File: src/rtl/terminal_fifo.sv
// -----------------------------------------------------------------------------
// terminal_fifo
//   Memory-mapped debug terminal. CPU stores to DATA push bytes into a FIFO
//   that drains over a valid/ready byte stream. A shift buffer of the most
//   recent characters, a sticky overflow flag, STATUS/CTRL registers and a
//   level-type "FIFO drained" interrupt are provided alongside.
//
// Ports
//   clk         clock
//   reset_n     asynchronous active-low reset
//   we, re      CPU write / read strobes
//   addr        byte address; offsets 0x00 DATA, 0x04 STATUS, 0x08 CTRL
//   data_write  CPU write data
//   data_read   CPU read data (combinational, 0 unless selected and re)
//   tx_data     FIFO head byte (0 when empty)
//   tx_valid    head byte available (tx_en && !empty)
//   tx_ready    consumer accepts the head byte
//   line_buf    recent characters, newest in [7:0]
//   irq         irq_en && empty
// -----------------------------------------------------------------------------
module terminal_fifo #(
   parameter logic [31:0] BASE_ADDR  = 32'h0000_0000,
   parameter int          FIFO_DEPTH = 16,
   parameter int          LINE_BYTES = 16
) (
   input  logic                    clk,
   input  logic                    reset_n,
   input  logic                    we,
   input  logic                    re,
   input  logic [31:0]             addr,
   input  logic [31:0]             data_write,
   output logic [31:0]             data_read,
   output logic [7:0]              tx_data,
   output logic                    tx_valid,
   input  logic                    tx_ready,
   output logic [8*LINE_BYTES-1:0] line_buf,
   output logic                    irq
);

   localparam int AW = (FIFO_DEPTH > 1) ? $clog2(FIFO_DEPTH) : 1;
   localparam int CW = AW + 1;

   logic [7:0]    mem [FIFO_DEPTH];
   logic [AW-1:0] wr_ptr;
   logic [AW-1:0] rd_ptr;
   logic [CW-1:0] count;
   logic          overflow;
   logic          tx_en;
   logic          lf_clear;
   logic          irq_en;

   logic          sel;
   logic [7:0]    offset;
   logic          data_wr;
   logic          ctrl_wr;
   logic          flush;
   logic          empty;
   logic          full;
   logic          pop;
   logic          push;
   logic [7:0]    wr_byte;
   logic [7:0]    count8;
   logic [31:0]   status;
   logic [8*LINE_BYTES+7:0] line_shift;
   logic [8*LINE_BYTES-1:0] line_next;
   logic          unused_bits;

   assign sel     = (addr[31:8] == BASE_ADDR[31:8]);
   assign offset  = addr[7:0];
   assign data_wr = sel && we && (offset == 8'h00);
   assign ctrl_wr = sel && we && (offset == 8'h08);
   assign flush   = ctrl_wr && data_write[8];
   assign wr_byte = data_write[7:0];

   assign empty    = (count == '0);
   assign full     = (count == CW'(FIFO_DEPTH));
   assign tx_valid = tx_en && !empty;
   assign pop      = tx_valid && tx_ready;
   // A full FIFO still accepts a byte when the head leaves in the same cycle.
   assign push     = data_wr && (!full || pop);

   assign tx_data = empty ? 8'h00 : mem[rd_ptr];
   assign irq     = irq_en && empty;

   // Shift the new byte in at the bottom; the oldest byte falls off the top.
   assign line_shift = {line_buf, wr_byte};
   assign line_next  = line_shift[8*LINE_BYTES-1:0];

   assign count8 = 8'(count);
   assign status = {16'h0000, count8, 5'b00000, overflow, full, empty};

   assign unused_bits = ^data_write[31:9];

   // Register read mux; unselected or non-read accesses return zero.
   always_comb begin
      data_read = 32'h0000_0000;
      if (sel && re) begin
         case (offset)
            8'h04:   data_read = status;
            8'h08:   data_read = {29'h0, irq_en, lf_clear, tx_en};
            default: data_read = 32'h0000_0000;
         endcase
      end
   end

   // FIFO storage has no reset: entries are only visible once counted in.
   always_ff @(posedge clk) begin
      if (push) begin
         mem[wr_ptr] <= wr_byte;
      end
   end

   // Pointer, count, flag, line buffer and CTRL state. Flush overrides any
   // pop in the same cycle so the FIFO always ends empty.
   always_ff @(posedge clk or negedge reset_n) begin
      if (!reset_n) begin
         wr_ptr   <= '0;
         rd_ptr   <= '0;
         count    <= '0;
         overflow <= 1'b0;
         line_buf <= '0;
         tx_en    <= 1'b1;
         lf_clear <= 1'b0;
         irq_en   <= 1'b0;
      end else if (flush) begin
         wr_ptr   <= '0;
         rd_ptr   <= '0;
         count    <= '0;
         overflow <= 1'b0;
         line_buf <= '0;
         tx_en    <= data_write[0];
         lf_clear <= data_write[1];
         irq_en   <= data_write[2];
      end else begin
         if (push) begin
            wr_ptr <= wr_ptr + 1'b1;
         end
         if (pop) begin
            rd_ptr <= rd_ptr + 1'b1;
         end
         case ({push, pop})
            2'b10:   count <= count + 1'b1;
            2'b01:   count <= count - 1'b1;
            default: count <= count;
         endcase
         if (data_wr && !push) begin
            overflow <= 1'b1;
         end
         // The line buffer records every DATA write, dropped bytes included.
         if (data_wr) begin
            if (lf_clear && (wr_byte == 8'h0A)) begin
               line_buf <= '0;
            end else begin
               line_buf <= line_next;
            end
         end
         if (ctrl_wr) begin
            tx_en    <= data_write[0];
            lf_clear <= data_write[1];
            irq_en   <= data_write[2];
         end
      end
   end

endmodule
File: config.mk
export PLATFORM = sky130hd
export DESIGN_NAME = terminal_fifo
export DESIGN_NICKNAME = d
export VERILOG_FILES = /design/src/rtl/terminal_fifo.sv
export SDC_FILE = /design/constraint.sdc
export NUM_CORES = 1
export LEC_CHECK = 0
export CAP_MARGIN = 20
export CORE_MARGIN = 3
export CORE_UTILIZATION = 36
export DETAILED_ROUTE_END_ITERATION = 8
export GPL_TIMING_DRIVEN = 0
export PLACE_DENSITY = 0.67
export SYNTH_ARGS = -nofsm -noshare
export SYNTH_HDL_FRONTEND = slang
export SYNTH_SLANG_ARGS = --single-unit
File: constraint.sdc
create_clock -name clk -period 4.1 [get_ports clk]
set_input_delay 0.82 -clock clk [delete_from_list [all_inputs] [get_ports clk]]
set_output_delay 0.82 -clock clk [all_outputs]
set_load 0.005 [all_outputs]
==> results of run 1 <==
==> metrics by stage <==
stage               TNS (ps)  hold slack [ps]  area [um2]  instances  worst slack, ps
floorplan                  0              463       11800        978              677
finish                     0              250       15300       1661              123
CTS                        0              269       15300       1661             6.69
global placement     -539910              510       14200       1604            -3710
global route               0              294       15300       1661             15.1
detailed placement     -7790              516       14300       1605             -407
==> power groups by stage <==
stage | sequential, mW | clock, mW | combinational [mW]
6_report | 2.87 | 2.64 | 0.130
5_1_grt | 2.87 | 2.80 | 0.145
4_1_cts | 2.87 | 2.68 | 0.132
3_5_place_dp | 2.92 | 0 | 0.131
3_3_place_gp | 2.93 | 0 | 0.125
2_1_floorplan | 2.92 | 0 | 0.0287
==> worst max-delay path by stage <==
| stage | end | cells after the start | from |
|---|---|---|---|
| 6_report | data_read[9] | 8 | addr[0] |
| 5_1_grt | data_read[0] | 6 | count[0] |
| 4_1_cts | tx_data[0] | 6 | rd_ptr[1] |
| 3_5_place_dp | data_read[9] | 7 | addr[24] |
| 3_3_place_gp | irq_en | 1 | reset_n |
| 2_1_floorplan | count[3] | 10 | addr[0] |
==> per-layer routing <==
layer	global-route usage	up-vias
li1	-	3925
met1	0.242	4186
met2	0.306	249
met3	0.0550	45
met4	0.0366	0
met5	0	-
==> cells by family after synthesis <==
family / Yosys count / synth area share
AO/OA/AOI/OAI: 151 / 0.0676
XOR/XNOR: 5 / 0.00375
adder cells (fa/ha/maj): 9 / 0.0103
buffers and inverters: 104 / 0.0426
flip-flops: 273 / 0.639
multiplexers: 49 / 0.0851
other: 1 / 0.000321
AND/OR/NAND/NOR: 363 / 0.151
==> worst register-to-register path: cells and delay by family, from the launching register on <==
family	cells	cell delay, ps
compound gates	3	760
simple gates	3	740
fa+ha+maj	1	460
flops	1	470
mux	2	390
==> sequential cells by signal, indices dropped and copies added, names as in the netlist <==
signal and cells:
line_buf 128, wr_ptr 4, mem 128, lf_clear 1, irq_en 1, rd_ptr 4, tx_en 1, count 5
overflow 1
==> placed cells by master, fill, tap and decap left out, types with 3 or more instances in the layout <==
cell / netlist / layout
nand3_1: 127 / 127
inv_1: 6 / 6
mux2i_1: 6 / 6
dfrtp_1: 144 / 144
dlygate4sd2_1: 0 / 3
nor2_1: 14 / 14
and3_1: 4 / 4
ha_1: 8 / 8
bufinv_16: 0 / 3
clkinv_2: 0 / 3
nor4b_1: 3 / 3
clkdlybuf4s50_1: 0 / 185
conb_1: 1 / 24
and2_1: 19 / 19
mux2_2: 3 / 3
clkbuf_16: 0 / 29
mux4_2: 40 / 40
and4_1: 4 / 4
a22oi_1: 3 / 3
buf_1: 5 / 3
a21oi_1: 137 / 137
buf_4: 24 / 29
a21o_1: 3 / 3
nand2_1: 146 / 146
xor2_1: 3 / 3
clkbuf_8: 0 / 7
buf_6: 1 / 3
nor2b_1: 10 / 10
nor4_1: 11 / 10
or4_1: 6 / 5
nor3_1: 4 / 4
edfxtp_1: 128 / 128
buf_2: 7 / 7
nand2b_1: 3 / 3
clkbuf_2: 1 / 7
nand4_1: 3 / 3
clkbuf_1: 60 / 63
==> final cells by class <==
cell class | instances | area [um2]
Clock inverter | 8 | 121
Buffer | 98 | 505
Clock buffer | 44 | 842
Fill cell | 2827 | 16500
Timing Repair Buffer | 196 | 1960
Tap cell | 435 | 544
Multi-Input combinational cell | 601 | 3830
Inverter | 6 | 22.5
Sequential cell | 273 | 7470
==> timing repair <==
item	4_1_cts	5_1_grt
hold endpoints to repair	0	0
pin swaps	3	1
buffers inserted	4	0
gates resized for setup	24	8
setup endpoints to repair	13	11
==> out/metrics.cfg, run 1 <==
[outcome]
outcome = finished, final reports clean

[timing]
finalHoldViolations = 0
skew_ps = 18.7
period_share = 0.970
fmax_mhz = 251
slew_viol_final = 0
rsz0062_at_grt = no
setup_viol = 0
period_minus_slack_ps = 3980
max_slew.worst_pin.slew_ps = 865
slew_headroom = 0.423

[clock_network]
clock_latency_ps = 540
cts_buffers = 29
cts_root_buffer = clkbuf_16
clk_pin_slew_worst_paths_ps = 60
cts_buffer_depth = 3
cts_tree = yes
cts.sinks = 273
htreeDepth = 1
holdBufCountCts = 0

[synthesis]
synth_ff_type = dfrtp_1
netlist.area_leader.share = 0.329
synth_seq_cells = 273
yosysWarnings = 0
ys_types = 46
syn-mean-instance-area_um2 = 12.2
ys_seq_area_frac = 0.639
ys_async_sr_fraction = 0.531
synth_cells = 955
yosysMostFrequentCell = nand2_1
yosys-top-cells-count = nand2_1, dfrtp_1, a21oi_1
syn_area_um2 = 11700
yosys-top-cells-area = edfxtp_1, dfrtp_1, mux4_2
synth_edf_count = 128
yosysTopAreaCell = edfxtp_1

[die]
dieHeight_um = 186
initial_core_util = 0.368
fp.dieW_um = 186
fp.dieArea_um2 = 34700
rows = 65
ios = 239
core_um2 = 31800

[layout]
final_util = 0.481
diodes = 0
area_growth_pct = 30.8
final_nets = 1283
drive_above_1_share = 0.116

[pwr]
p_leak_nw = 5.75
clkPwrFrac = 0.468
power.internal_mw = 4.53
power_frac_comb = 0.023
ir_drop_mv = 0.277
pwr_density_cell_nw_per_um2 = 369
swShare = 0.197
p_total_mw = 5.64
p_sw_mw = 1.11
seqPwrFrac = 0.509

[critical_path]
crit_fanout = 9
max_stage_delay_ps = 550
reg2reg_from = count[0]
critPathRequiredTime_ps = 3280
start_kind = input port
r2r_cells = 9
slowest_stage = or4_4
cp_top_family = simple AND/OR/NAND/NOR gates
ff2ff_setup_slack_ps = 1210
arrival_ps = 3160
crit_chain = clkdlybuf4s50_1 > or4_4 > buf_6 > or4_4 > nor3b_4 > buf_4 > and2_1 > dlygate4sd2_1
path_buf_inv = 4
cpMostUsedCell = or4_4
reg2reg_to = count[4]
critPathCaptureType = output port
crit_type = in -> out

[global_route]
antenna_found_initial = 0
gr-total-overflow = 0
grt_pass1_wl_um = 49800
grt_pass1_vias = 8630
grt_max_degree = 88
grt.total_usage = 0.184

[routing]
drtAntennaViolNets = 0
wl_per_cell_um = 19.2
wl_met3_um = 2470
drt_wl_total_um = 31900
wl_met1_um = 13300
drc = 0
top_layer = met4
vias_per_cell = 5.06
drt_iter0_drc = 615
dr_wl_met2_um = 15500
first_pass_iters = 4
vias = 8405

[placed_design]
port_buffers = 191
gp_congestion = 0.855
dpl.hpwl_um = 22200

[run]
drv_cap = 0

[min_path]
hold_class = in -> async

(Power assumes the default switching activity.)
==> inputs of run 2 (changes only) <==
--- a/config.mk
+++ b/config.mk
@@ -9,8 +9,9 @@
 export CORE_MARGIN = 3
 export CORE_UTILIZATION = 36
 export DETAILED_ROUTE_END_ITERATION = 8
+export DONT_BUFFER_PORTS = 1
 export GPL_TIMING_DRIVEN = 0
-export PLACE_DENSITY = 0.67
+export PLACE_DENSITY = 0.58
 export SYNTH_ARGS = -nofsm -noshare
 export SYNTH_HDL_FRONTEND = slang
 export SYNTH_SLANG_ARGS = --single-unit
==> out/metrics.cfg, run 2 (synthesis gave the netlist of run 1 again) <==
[outcome]
outcome = finished, final reports clean

[placed_design]
dpl.hpwl_um = 21100  ; -4.7%
pre_cts_slack_ps = 234  ; +641 ps
port_buffers = 0  ; -100%
placed_area_um2 = 12300  ; -14%
gp_congestion = 0.784  ; -8.4%
place_inst = 1413  ; -12%

[die]
ios = 239  ; unchanged
dieHeight_um = 186  ; unchanged
fp.dieW_um = 186  ; unchanged
initial_core_util = 0.368  ; unchanged
fp.dieArea_um2 = 34700  ; unchanged
core_um2 = 31800  ; unchanged
rows = 65  ; unchanged

[pwr]
p_sw_mw = 1.08  ; -3.1%
p_leak_nw = 4.97  ; -14%
swShare = 0.201  ; +0.00371
ir_drop_mv = 0.302  ; +8.9%
power.internal_mw = 4.29  ; -5.3%
pwr_density_cell_nw_per_um2 = 406  ; +10%
power_frac_comb = 0.011  ; -0.012
seqPwrFrac = 0.535  ; +0.026
p_total_mw = 5.37  ; -4.9%
clkPwrFrac = 0.454  ; -0.014

[clock_network]
clock_latency_ps = 540  ; about the same
htreeDepth = 1  ; unchanged
clk_pin_slew_worst_paths_ps = 60  ; about the same
cts_buffers = 29  ; unchanged
cts.sinks = 273  ; unchanged
cts_buffer_depth = 3  ; unchanged
cts_tree = yes
post-cts-setup-buffer-count = 0  ; -4
cts_root_buffer = clkbuf_16

[routing]
drtAntennaViolNets = 0  ; unchanged
drc = 0  ; unchanged
first_pass_iters = 5  ; +1
wl_per_cell_um = 21.0  ; +9.3%
drt_iter0_drc = 502  ; -18%
vias = 7535  ; -10%
drt_wl_total_um = 30700  ; -3.6%
vias_per_cell = 5.15  ; +1.7%

[layout]
final_nets = 1088  ; -15%
nFillCells = 3027  ; +7.1%
mostFrequentLayoutCell = nand2_1
final_cells = 1464  ; -12%
final_util = 0.416  ; -0.0648
final_area_um2 = 13200  ; -13%
final_cell_mix = nand2_1, dfrtp_1, a21oi_1
area_growth_pct = 13.2
top_regs = line_buf x128, mem x128, count x5
drive_above_1_share = 0.119  ; +0.00274
diodes = 0  ; unchanged
register_area_um2 = 7470  ; unchanged
multi_input_area_um2 = 3800  ; -0.56%

[timing]
finalHoldViolations = 0  ; unchanged
worst_slack_ps = 188  ; +65.5 ps
period_minus_slack_ps = 3910  ; -65.5 ps
rsz0062_at_grt = no
fmax_mhz = 256  ; +1.7%
setup_viol = 0  ; unchanged
slew_viol_final = 0  ; unchanged
worst_hold_slack_ps = 117  ; -133 ps
tns_ps = 0  ; unchanged
period_share = 0.954  ; -0.0160
slew_headroom = 0.394  ; -0.0291
skew_ps = 12.3  ; -6.36 ps
max_slew.worst_pin.slew_ps = 909  ; +43.6 ps

[min_path]
hold_class = in -> async

[global_route]
grt_max_degree = 145  ; +65%
grt_pass1_wl_um = 46900  ; -5.8%
antenna_found_initial = 0  ; unchanged
grt_pass1_vias = 7756  ; -10%
gr-total-overflow = 0  ; unchanged
grt.total_usage = 0.175  ; -0.00919

[run]
drv_cap = 0  ; unchanged

[critical_path]
critPathCaptureType = output port
arrival_ps = 3090  ; -70 ps
reg2reg_from = count[1]
crit_type = reg -> out
crit_fanout = 10  ; +1
critPathRequiredTime_ps = 3280  ; about the same
critPathLaunch = rd_ptr[1]
start_kind = register

run 2: changes by cell type in the layout (fill, tap and decap cells not counted), moves of 2 or more:
cell,delta
clkdlybuf4s50_1,-185
buf_4,-5
clkbuf_1,+5
clkbuf_8,-5
clkbuf_2,-4
clkinv_1,+3
dlygate4sd2_1,-3
buf_6,-2
bufinv_16,-2
clkdlybuf4s15_2,+2
run 2: routing by layer:
metal | wire (um) | vias to the layer above | track usage
met5 | 0 | - | 0
met4 | 737 | 0 | 0.0402
met3 | 2720 | 46 | 0.0636
met2 | 15000 | 203 | 0.289
met1 | 12300 | 3758 | 0.221
li1 | - | 3528 | -
run 2: cell type report:
class | count | area share
flip-flops and latches | 273 | 0.565
multi-input cells | 601 | 0.288
inverters | 6 | 0.00170
well taps | 435 | 0.0411
plain buffers | 98 | 0.0373
clock buffers | 41 | 0.0598
repair buffers | 1 | 0.00208
clock inverters | 9 | 0.00558
run 2: worst paths after layout:
path | end | slack, ps | cells past startpoint
hold reg to reg | lf_clear | 550 | 1
max in group asynchronous | lf_clear | 3290 | 1
min in group clk | mem[3][1] | 370 | 0
setup / recovery | tx_data[1] | 190 | 5
hold / removal | tx_en | 120 | 0
setup reg to reg | count[4] | 1050 | 9
run 2: what timing repair did:
| action | 4_1_cts | 5_1_grt |
|---|---|---|
| setup endpoints to repair | 8 | 0 |
| hold buffers | 1 | 0 |
| endpoints found under the hold margin | 144 | 0 |
| gates resized for setup | 6 | 0 |
run 2: worst max-delay path, cell delays in order (launching register included):
cell	delay, ps
dfrtp_1	350
clkbuf_1	510
clkbuf_1	550
mux4_2	450
mux4_2	510
nor2b_1	170
run 2: power groups by stage:
stage,clock (mW),sequential (mW),combinational (mW)
floorplan,0,2.92,0.0287
global placement,0,2.92,0.0296
detailed placement,0,2.92,0.0298
CTS,2.49,2.87,0.0621
global route,2.61,2.87,0.0708
finish,2.43,2.87,0.0606
